--- src/rtl/clocktree_gen_param.sv ---
// Parametrised clock tree: NUM_CH register-generated divided clocks with
// runtime divisors, aligned launch and glitch-free (never-truncated) stops.
module clocktree_gen_param #(
    parameter int NUM_CH = 8,
    parameter int DIV_W  = 16,
    parameter int SEL_W  = 3
) (
    input  logic              clk_i,
    input  logic              rst_n_i,
    input  logic              start,
    input  logic              cfg_we_i,
    input  logic [SEL_W-1:0]  cfg_sel_i,
    input  logic [DIV_W-1:0]  cfg_div_i,
    output logic [NUM_CH-1:0] clk_out,
    output logic [NUM_CH-1:0] tick_o,
    output logic              busy_o
);

    typedef enum logic [1:0] {
        ST_IDLE,
        ST_RUN,
        ST_DRAIN
    } ch_state_e;

    ch_state_e        state_q [NUM_CH];
    ch_state_e        state_d [NUM_CH];
    logic [DIV_W-1:0] cnt_q   [NUM_CH];
    logic [DIV_W-1:0] cnt_d   [NUM_CH];
    logic [DIV_W-1:0] act_q   [NUM_CH];
    logic [DIV_W-1:0] act_d   [NUM_CH];
    logic [DIV_W-1:0] shd_q   [NUM_CH];
    logic [DIV_W-1:0] shd_d   [NUM_CH];
    logic [DIV_W-1:0] nxt_cnt [NUM_CH];

    logic [NUM_CH-1:0] clk_q;
    logic [NUM_CH-1:0] clk_d;
    logic [NUM_CH-1:0] tick_q;
    logic [NUM_CH-1:0] tick_d;
    logic [NUM_CH-1:0] wrap;
    logic [NUM_CH-1:0] nxt_hi;
    logic              busy_q;
    logic              busy_d;
    logic              all_idle;
    logic              launch;

    // Reset divisor 2^(k+1), truncated to DIV_W and clamped to 2.
    function automatic logic [DIV_W-1:0] def_div(input int k);
        logic [63:0] v;
        v = 64'd1 << (k + 1);
        if (v[DIV_W-1:0] < DIV_W'(2)) begin
            return DIV_W'(2);
        end
        return v[DIV_W-1:0];
    endfunction

    always_comb begin
        all_idle = 1'b1;
        for (int k = 0; k < NUM_CH; k++) begin
            if (state_q[k] != ST_IDLE) begin
                all_idle = 1'b0;
            end
        end
        launch = start & all_idle;
    end

    always_comb begin
        for (int k = 0; k < NUM_CH; k++) begin
            nxt_cnt[k] = cnt_q[k] + DIV_W'(1);
            wrap[k]    = (cnt_q[k] == act_q[k] - DIV_W'(1));
            nxt_hi[k]  = (nxt_cnt[k] < (act_q[k] >> 1));
        end
    end

    always_comb begin
        busy_d = 1'b0;
        clk_d  = clk_q;
        tick_d = '0;
        for (int k = 0; k < NUM_CH; k++) begin
            state_d[k] = state_q[k];
            cnt_d[k]   = cnt_q[k];
            act_d[k]   = act_q[k];
            shd_d[k]   = shd_q[k];

            if (cfg_we_i && (cfg_sel_i == SEL_W'(k))) begin
                shd_d[k] = (cfg_div_i < DIV_W'(2)) ? DIV_W'(2) : cfg_div_i;
            end

            unique case (state_q[k])
                ST_IDLE: begin
                    if (launch) begin
                        state_d[k] = ST_RUN;
                        cnt_d[k]   = '0;
                        act_d[k]   = shd_q[k];
                        clk_d[k]   = 1'b1;
                        tick_d[k]  = 1'b1;
                    end
                end
                ST_RUN: begin
                    if (!start && !clk_q[k]) begin
                        state_d[k] = ST_IDLE;
                        cnt_d[k]   = '0;
                        clk_d[k]   = 1'b0;
                    end else if (!start) begin
                        // High phase in progress: let it finish before idling.
                        if (!nxt_hi[k]) begin
                            state_d[k] = ST_IDLE;
                            cnt_d[k]   = '0;
                            clk_d[k]   = 1'b0;
                        end else begin
                            state_d[k] = ST_DRAIN;
                            cnt_d[k]   = nxt_cnt[k];
                        end
                    end else if (wrap[k]) begin
                        cnt_d[k]  = '0;
                        act_d[k]  = shd_q[k];
                        clk_d[k]  = 1'b1;
                        tick_d[k] = 1'b1;
                    end else begin
                        cnt_d[k] = nxt_cnt[k];
                        clk_d[k] = nxt_hi[k];
                    end
                end
                ST_DRAIN: begin
                    if (!nxt_hi[k]) begin
                        state_d[k] = ST_IDLE;
                        cnt_d[k]   = '0;
                        clk_d[k]   = 1'b0;
                    end else begin
                        cnt_d[k] = nxt_cnt[k];
                    end
                end
                default: begin
                    state_d[k] = ST_IDLE;
                    cnt_d[k]   = '0;
                    clk_d[k]   = 1'b0;
                end
            endcase

            if (state_d[k] != ST_IDLE) begin
                busy_d = 1'b1;
            end
        end
    end

    always_ff @(posedge clk_i or negedge rst_n_i) begin
        if (!rst_n_i) begin
            for (int k = 0; k < NUM_CH; k++) begin
                state_q[k] <= ST_IDLE;
                cnt_q[k]   <= '0;
                act_q[k]   <= def_div(k);
                shd_q[k]   <= def_div(k);
            end
            clk_q  <= '0;
            tick_q <= '0;
            busy_q <= 1'b0;
        end else begin
            for (int k = 0; k < NUM_CH; k++) begin
                state_q[k] <= state_d[k];
                cnt_q[k]   <= cnt_d[k];
                act_q[k]   <= act_d[k];
                shd_q[k]   <= shd_d[k];
            end
            clk_q  <= clk_d;
            tick_q <= tick_d;
            busy_q <= busy_d;
        end
    end

    assign clk_out = clk_q;
    assign tick_o  = tick_q;
    assign busy_o  = busy_q;

endmodule

--- config.mk ---
export PLATFORM = sky130hd
export DESIGN_NAME = clocktree_gen_param
export DESIGN_NICKNAME = d
export VERILOG_FILES = /design/src/rtl/clocktree_gen_param.sv
export SDC_FILE = /design/constraint.sdc
export NUM_CORES = 1
export LEC_CHECK = 0
export CORE_MARGIN = 2
export CORE_UTILIZATION = 55
export DETAILED_ROUTE_END_ITERATION = 8
export PLACE_DENSITY = 0.68
export REMOVE_ABC_BUFFERS = 1
export SKIP_LAST_GASP = 1
export SLEW_MARGIN = 20
export SYNTH_ARGS = -nofsm -noshare
export SYNTH_HDL_FRONTEND = slang
export SYNTH_SLANG_ARGS = --single-unit
--- constraint.sdc ---
create_clock -name clk_i -period 5.54 [get_ports clk_i]
set_input_delay 1.108 -clock clk_i [delete_from_list [all_inputs] [get_ports clk_i]]
set_output_delay 1.108 -clock clk_i [all_outputs]
set_load 0.01 [all_outputs]
======== Word-level counts from Yosys, hierarchy flattened ========
Cells that the tools add are included.
cells by class
  reductions and logical operators ........ 66
  $lt $le $gt $ge ......................... 9
  $add $sub $neg .......................... 16
  bitwise gates (word level) .............. 1
  equal/unequal tests ..................... 63
  mux-type cells .......................... 220
operators with widths
  cell                                                                    number
  16-bit two-way mux                                                      66
  16-bit case mux with 3 select lines                                     8
  16-bit case mux with 2 select lines                                     8
  16-bit by 1-bit adder with 16-bit output (second input constant)        8
  16-bit equality test                                                    8
  16-bit by 15-bit < comparator with 1-bit output                         8
  16-bit by 1-bit subtractor with 16-bit output (second input constant)   8
  2-bit two-way mux                                                       40
  1-bit two-way mux                                                       74
  2-bit != test (second input constant)                                   32
  2-bit case mux with 3 select lines                                      8
  2-bit nonzero test                                                      24
  5-bit AND reduction                                                     8
  1-bit case mux with 3 select lines                                      8
  2-bit by 1-bit equality test with 1-bit output (second input constant)  8
  2-bit equality test (second input constant)                             8
  1-bit logical AND                                                       16
  2-bit zero test                                                         8
  16-bit by 2-bit < comparator with 1-bit output (second input constant)  1
  1-bit case mux with 2 select lines                                      8
  3-bit equality test (second input constant)                             4
  1-bit zero test                                                         9
  3-bit by 2-bit equality test with 1-bit output (second input constant)  2
  3-bit by 1-bit equality test with 1-bit output (second input constant)  1
  2 further kinds                                                         2
storage, ports and cells
  input bits .............................. 23
  register bits ........................... 417

======== Longest topological paths before layout ========
Gate-level depths: netlist of the first run.
  depth in word-level cells ............... 21
  mapped depth ............................ 19
  gate-level depth less buffers ........... 17

======== Worst setup path after synthesis of the first run ========
OpenSTA, ideal clock, no wires.
  kind .................................... register to register
  start point ............................. reg cnt_q[112] in the netlist's numbering
  end point ............................... reg busy_q (netlist: busy_o)
  slack ................................... 1.161 ns
  buffers on the path ..................... 1
  cell stages (with the launch flop) ...... 18
  data required time ...................... 5.402 ns
  setup time .............................. 0.138 ns
  data arrival time ....................... 4.241 ns
  cells stage by stage .................... dfrtp_1 -> ha_1 -> and3_1 -> nand2_1 -> or2_2 -> clkbuf_1 -> nor2_1 -> nand3_1 -> xnor2_1 -> ha_1 -> and3_1 -> o211ai_1 -> o21ai_1 -> nor3_2 -> o21a_1 -> or4_1 -> or4_1 -> or4_1
RTL lines
  element                           RTL line  text
  start: declaration                27        logic [DIV_W-1:0] cnt_q [NUM_CH];
  start signal: indexed assignment  159       cnt_q[k] <= cnt_d[k];
  end signal: assignment            165       busy_q <= busy_d;
  end: declaration                  41        logic busy_q;

======== Final worst setup path of the first run ========
  start point ............................. reg cnt_q[80] in the netlist's numbering
  end point ............................... reg cnt_q[80] in the netlist's numbering
between the ends
  longest elaborated chain between the ends .. 6
  elaborated cells on any way between the ends .. 8
  those cells by class .................... add/sub (1); order compare (1); eq/ne (1); mux (5)
RTL lines
  element                                          RTL line  text
  16-bit by 1-bit adder with 16-bit output         68        nxt_cnt[k] = cnt_q[k] + DIV_W'(1);
  16-bit by 15-bit < comparator with 1-bit output  70        nxt_hi[k] = (nxt_cnt[k] < (act_q[k] >> 1));
  16-bit two-way mux                               105, 124
  16-bit two-way mux                               103       end else if (!start) begin
  16-bit two-way mux                               99        if (!start && !clk_q[k]) begin
  16-bit case mux with 3 select lines *            88        unique case (state_q[k])
Mark *: on every way between the ends. The rest lies on a longest branch, timed or not.
A chain may end at the register's enable or synchronous reset.

==> flow_metrics.tcl, run 1 <==
set metrics [dict create \
    outcome "completed" \
    synth.distinct_cells 95 \
    switching_share 0.404 \
    drv_cap 0 \
    min_from "shd_q[64]" \
    cpPeakStageDelay_ps 840 \
    dieHeight_um 225 \
    hold_buffers 0 \
    root_buffer "clkbuf_16" \
    worstMarginPinSlew_ps 1050 \
    finalMaxSlewViolations 0 \
    p_switching_w 0.00552 \
    via_per_inst 6.21 \
    rrSetupSlack_ps 710 \
    rows 81 \
    post_cts_resized 0 \
    comb_power_share 0.400 \
    seqCellArea_um2 10500 \
    postCtsSetupBuffers 0 \
    path_clk_slew_ps 60 \
    grt_pass1_vias 20790 \
    hp-class "flop to flop" \
    ios 40 \
    cp_common_cell "and3_1" \
    multi_input_area_um2 15200 \
    yosysSeqAreaShare 0.389 \
    chipWidth_um 225 \
    clockBufferDepth 3 \
    dp_hpwl_mm 49.8 \
    utilization 0.607 \
    diodes 0 \
    drtPass1Iterations 5 \
    path_max_fanout 14 \
    grt_pass1_wl_mm 112 \
    ys_seq_elements 417 \
    setup_violations 0 \
    tns_ps 0 \
    pwr-share-seq 0.357 \
    endpoint_kind "flop" \
    r2r_cells 15 \
    cp.required_ps 6060 \
    grt-ovfl-total 0 \
    ant_nets 0 \
    portBuffers 39 \
    vdd_ir_drop_max_v 0.000356 \
    clock-sinks 417 \
    critical_path.slowest_cell "nor2_1" \
    n_fill_cell 4049 \
    crit_type "flop to flop" \
    globalplace.congestion 0.904 \
    final_nets 3005 \
    crit_chain "ha_1 -> and3_1 -> and3_1 -> and3_1 -> and3_1 -> nand3_1 -> xnor2_1 -> ha_1 -> and3_1 -> a221oi_1 -> nand3_2 -> nor3b_1 -> a2bb2oi_1 -> nor2_1 -> mux2_2" \
    syn_area_um2 26900 \
    async_flop_share 1.00 \
    dp_slack_ps 759 \
    regToRegEndpoint "cnt_q[80]" \
    cp.arrival_ps 5350 \
    layout_common_cells "401 x dfrtp_1, 281 x nand2_1, 188 x inv_1, 160 x ha_1, 153 x xnor2_1" \
    layout_commonest_cell "dfrtp_1" \
    grt_max_degree 106 \
    post-route-period-util 0.872 \
    r2r-start "cnt_q[80]" \
    core_region_area_um2 48600 \
    setup_ws_ps 712 \
    power.leakage_nw 13.0 \
    fin_cells 3482 \
    synth_edf_count 0 \
    drt_wl_total_mm 69.5 \
    vias 21615 \
    htree_levels 2 \
    p_per_area_nw_per_um2 463 \
    startpoint_type "flop" \
    yosysWarnings 0 \
    synthToLayoutAreaGrowth_pct 9.73 \
    p_int_w 0.00814 \
    yosysTopAreaCell "dfrtp_1" \
    finalClockSkew_ps 19.0 \
    hold_path_end "shd_q[64]" \
    dpl-instance-area_um2 27800 \
    numCtsBuffers 48 \
    drt_iter0_drc 1795 \
    finalHoldViolCount 0 \
    die-area_um2 50700 \
    grt_usage 0.277 \
    routedWlPerCell_um 20.0 \
    post-route-drc-count 0 \
    ys.flop_type "dfrtp_1" \
    start_util 0.553 \
    dp_cells 3393 \
    fmax_mhz 207 \
    syn_avg_cell_area_um2 9.49 \
    period_needed_ps 4830 \
    whs_path_depth 2 \
    syn_inst 2834 \
    netlist.area_leader.share 0.373 \
    rsz0062_at_grt "no" \
    power_frac_clock 0.243 \
    synthTopCellsByArea "dfrtp_1 37%, ha_1 7.4%, mux2_2 5.9%, xnor2_1 5.0%, nand2_1 3.9%" \
    drive_gt1_frac 0.112 \
    clock_latency_ps 590 \
    cts_tree "yes" \
    timing.slew.headroom 0.300 \
    design_area_um2 29500 \
    antenna_found_initial 3 \
]
## registers in the layout, summed over array words and instances, names as in the netlist
name and flops:
busy_o 1, clk_out 8, tick_o 8, shd_q 128, cnt_q 128, act_q 128
state_q 16
## cell usage after synthesis, types with 72 or more instances
cell type and instances:
a21oi_1 72, inv_1 188, nor2_1 123, ha_1 160
mux2_1 85, dfrtp_1 401, o21ai_0 106, mux2_2 140
xnor2_1 153, xor2_1 93, o21ai_1 73, nand3_1 95
clkbuf_1 114, nand2_1 281
## metal layers
layer / global-route usage / share of wire / vias up
met2: 0.451 / 0.47 / 575
li1: - / - / 10138
met4: 0.0767 / 0.023 / 4
met1: 0.388 / 0.46 / 10775
met5: 0 / 0.00033 / -
met3: 0.0415 / 0.050 / 123
## area by class of cell
class                   count  share of cell area
clock inverters            19             0.00852
multi-input cells        2090               0.516
well taps                 622              0.0264
repair buffers             76              0.0240
inverters                 189              0.0240
flip-flops and latches    417               0.354
clock buffers              69              0.0472
## critical path: cells and delay by family, from the launching register on
family | cells | cell delay [ps]
flip-flops | 1 | 450
XOR/XNOR | 1 | 220
AO/OA/AOI/OAI | 2 | 680
adder cells (fa/ha/maj) | 2 | 540
AND/OR/NAND/NOR | 9 | 2570
multiplexers | 1 | 300
## power by group through the flow
stage / Combinational, W / Sequential (W) / Clock (W)
2_1_floorplan: 0.00397 / 0.00458 / 0
3_3_place_gp: 0.00521 / 0.00487 / 0
3_5_place_dp: 0.00540 / 0.00491 / 0
4_1_cts: 0.00543 / 0.00486 / 0.00339
5_1_grt: 0.00608 / 0.00501 / 0.00351
6_report: 0.00546 / 0.00488 / 0.00332
## kinds of logic after synthesis
kind of cell / Yosys count / synth area share
buffers and inverters: 327 / 0.0470
muxes: 233 / 0.0972
and+or+nand+nor: 890 / 0.172
xor gates and xnor gates: 248 / 0.0813
adders and majority gates: 160 / 0.0744
AOI/OAI and AO/OA: 559 / 0.139
DFF: 417 / 0.389
## through the flow
stage / total power [W] / hold WS, ps
4_1_cts: 0.0137 / 477
3_5_place_dp: 0.0103 / 464
3_3_place_gp: 0.0101 / 457
2_1_floorplan: 0.00855 / 443
6_report: 0.0137 / 473
5_1_grt: 0.0146 / 500
## worst max-delay path by stage
stage	start	end	slack [ps]	cells past startpoint
2_1_floorplan	cnt_q[116]	busy_o	1230	16
3_3_place_gp	cnt_q[116]	busy_o	890	16
3_5_place_dp	cnt_q[80]	cnt_q[80]	760	15
4_1_cts	cnt_q[80]	cnt_q[80]	730	15
5_1_grt	cnt_q[80]	cnt_q[80]	260	15
6_report	cnt_q[80]	cnt_q[80]	710	15
No activity file was read; power rests on OpenSTA's default activity.
==> run 2: changes to the inputs <==
--- a/config.mk
+++ b/config.mk
@@ -10,7 +10,6 @@
 export DETAILED_ROUTE_END_ITERATION = 8
 export PLACE_DENSITY = 0.68
 export REMOVE_ABC_BUFFERS = 1
-export SKIP_LAST_GASP = 1
 export SLEW_MARGIN = 20
 export SYNTH_ARGS = -nofsm -noshare
 export SYNTH_HDL_FRONTEND = slang
==> results of run 2 <==
Final layout, timing and power as in run 1 (identical DEF).
==> run 3: changes to the inputs <==
--- a/config.mk
+++ b/config.mk
@@ -7,6 +7,7 @@
 export LEC_CHECK = 0
 export CORE_MARGIN = 2
 export CORE_UTILIZATION = 55
+export CTS_BUF_LIST = sky130_fd_sc_hd__clkbuf_4 sky130_fd_sc_hd__clkbuf_8
 export DETAILED_ROUTE_END_ITERATION = 8
 export PLACE_DENSITY = 0.68
 export REMOVE_ABC_BUFFERS = 1
==> flow_metrics.tcl, run 3 (synthesis gave the netlist of run 1 again) <==
set metrics [dict create \
    vias 21765 \
    routedWlPerCell_um 19.9 \
    rrSetupSlack_ps 710 \
    grt_max_degree 106 \
    rsz0062_at_grt "no" \
    drt_iter0_drc 1722 \
    hold_buffers 0 \
    p_total_w 0.0137 \
    final_nets 3032 \
    path_clk_slew_ps 60 \
    worstMarginPinSlew_ps 1020 \
    timing.slew.headroom 0.318 \
    layout_common_cells "401 x dfrtp_1, 281 x nand2_1, 188 x inv_1, 160 x ha_1, 153 x xnor2_1" \
    postCtsSetupBuffers 0 \
    tns_ps 0 \
    vdd_ir_drop_max_v 0.000270 \
    finalMaxSlewViolations 0 \
    cp.arrival_ps 5420 \
    globalplace.congestion 0.904 \
    finalClockSkew_ps 31.5 \
    cp.required_ps 6130 \
    switching_share 0.409 \
    die-area_um2 50700 \
    drive_gt1_frac 0.130 \
    crit_type "flop to flop" \
    utilization 0.609 \
    antenna_found_initial 4 \
    post_cts_resized 0 \
    pwr-share-seq 0.357 \
    comb_power_share 0.400 \
    root_buffer "clkbuf_8" \
    post-route-drc-count 0 \
    clockBufferDepth 3 \
    dp_cells 3393 \
    synthToLayoutAreaGrowth_pct 10.1 \
    drtPass1Iterations 5 \
    portBuffers 39 \
    drt_wl_total_mm 70.2 \
    hp-class "flop to flop" \
    clock_latency_ps 680 \
    ant_nets 0 \
    post-route-period-util 0.872 \
    power.leakage_nw 13.2 \
    core_region_area_um2 48600 \
    startpoint_type "flop" \
    ios 40 \
    rows 81 \
    cts_tree "yes" \
    clock-sinks 417 \
    chipWidth_um 225 \
    p_switching_w 0.00559 \
    start_util 0.553 \
    htree_levels 3 \
    numCtsBuffers 75 \
    grt-ovfl-total 0 \
    grt_pass1_wl_mm 112 \
    layout_commonest_cell "dfrtp_1" \
    fmax_mhz 207 \
    dieHeight_um 225 \
    power_frac_clock 0.243 \
    drv_cap 0 \
    dp_hpwl_mm 49.8 \
    fin_cells 3533 \
    endpoint_kind "flop" \
    p_per_area_nw_per_um2 462 \
    p_int_w 0.00809 \
    via_per_inst 6.16 \
    period_needed_ps 4830 \
    grt_usage 0.279 \
    reg_top3 "act_q: 128 flops, cnt_q: 128 flops, shd_q: 128 flops" \
    grt_pass1_vias 21098 \
    finalHoldViolCount 0 \
    outcome "completed" \
    setup_violations 0 \
    path_max_fanout 14 \
]
-- run 3: cell count changes in the layout (fill, tap and decap cells not counted), sizes merged --
cell,before,now
bufinv,5,6
diode,0,3
inv,189,192
clkbuf,69,113
clkinvlp,5,0
clkinv,9,14
-- run 3: cell type report --
class | instances | area (um2)
fillers | 4067 | 19000
flip-flops and latches | 417 | 10500
well taps | 622 | 778
repair buffers | 76 | 709
diodes | 3 | 7.51
clock inverters | 23 | 324
inverters | 189 | 709
clock buffers | 113 | 1410
multi-input cells | 2090 | 15200
-- run 3: layer usage --
metal / global-route usage / vias to the layer above / part of all wire / wire length (um)
met3: 0.0495 / 159 / 0.058 / 4070
met1: 0.381 / 10775 / 0.45 / 31600
met2: 0.446 / 630 / 0.46 / 32500
met4: 0.103 / 4 / 0.029 / 2040
li1: - / 10197 / - / -
met5: 0 / - / 0.00038 / 27
-- run 3: path summary, 6_finish.rpt --
| path | start | endpoint | cells after the start |
|---|---|---|---|
| max reg2reg | cnt_q[80] | cnt_q[80] | 15 |
| min | shd_q[122] | act_q[122] | 2 |
| max | cnt_q[80] | cnt_q[80] | 15 |
| min in group asynchronous | rst_n_i | cnt_q[69] | 1 |
| max in group asynchronous | rst_n_i | shd_q[107] | 2 |
| min reg2reg | shd_q[122] | act_q[122] | 2 |
-- run 3: through the flow --
stage | cell area, um2 | hold WS [ps] | setup slack (ps)
floorplan | 26300 | 443 | 1230
global placement | 27800 | 457 | 892
detailed placement | 27800 | 464 | 759
CTS | 29600 | 478 | 734
global route | 29600 | 499 | 263
finish | 29600 | 476 | 707
-- run 3: critical path: stages (launching register included) --
cell and delay (ps):
dfrtp_1 450, ha_1 260, and3_1 210, and3_1 230
and3_1 300, and3_1 210, nand3_1 90, xnor2_1 220
ha_1 280, and3_1 200, a221oi_1 310, nand3_2 130
nor3b_1 390, a2bb2oi_1 360, nor2_1 830, mux2_2 300
-- run 3: power by group through the flow --
| stage | clock [W] | sequential, W | combinational [W] |
|---|---|---|---|
| 5_1_grt | 0.00354 | 0.00501 | 0.00608 |
| 2_1_floorplan | 0 | 0.00458 | 0.00397 |
| 6_report | 0.00333 | 0.00488 | 0.00546 |
| 3_3_place_gp | 0 | 0.00487 | 0.00521 |
| 3_5_place_dp | 0 | 0.00491 | 0.00540 |
| 4_1_cts | 0.00340 | 0.00486 | 0.00543 |
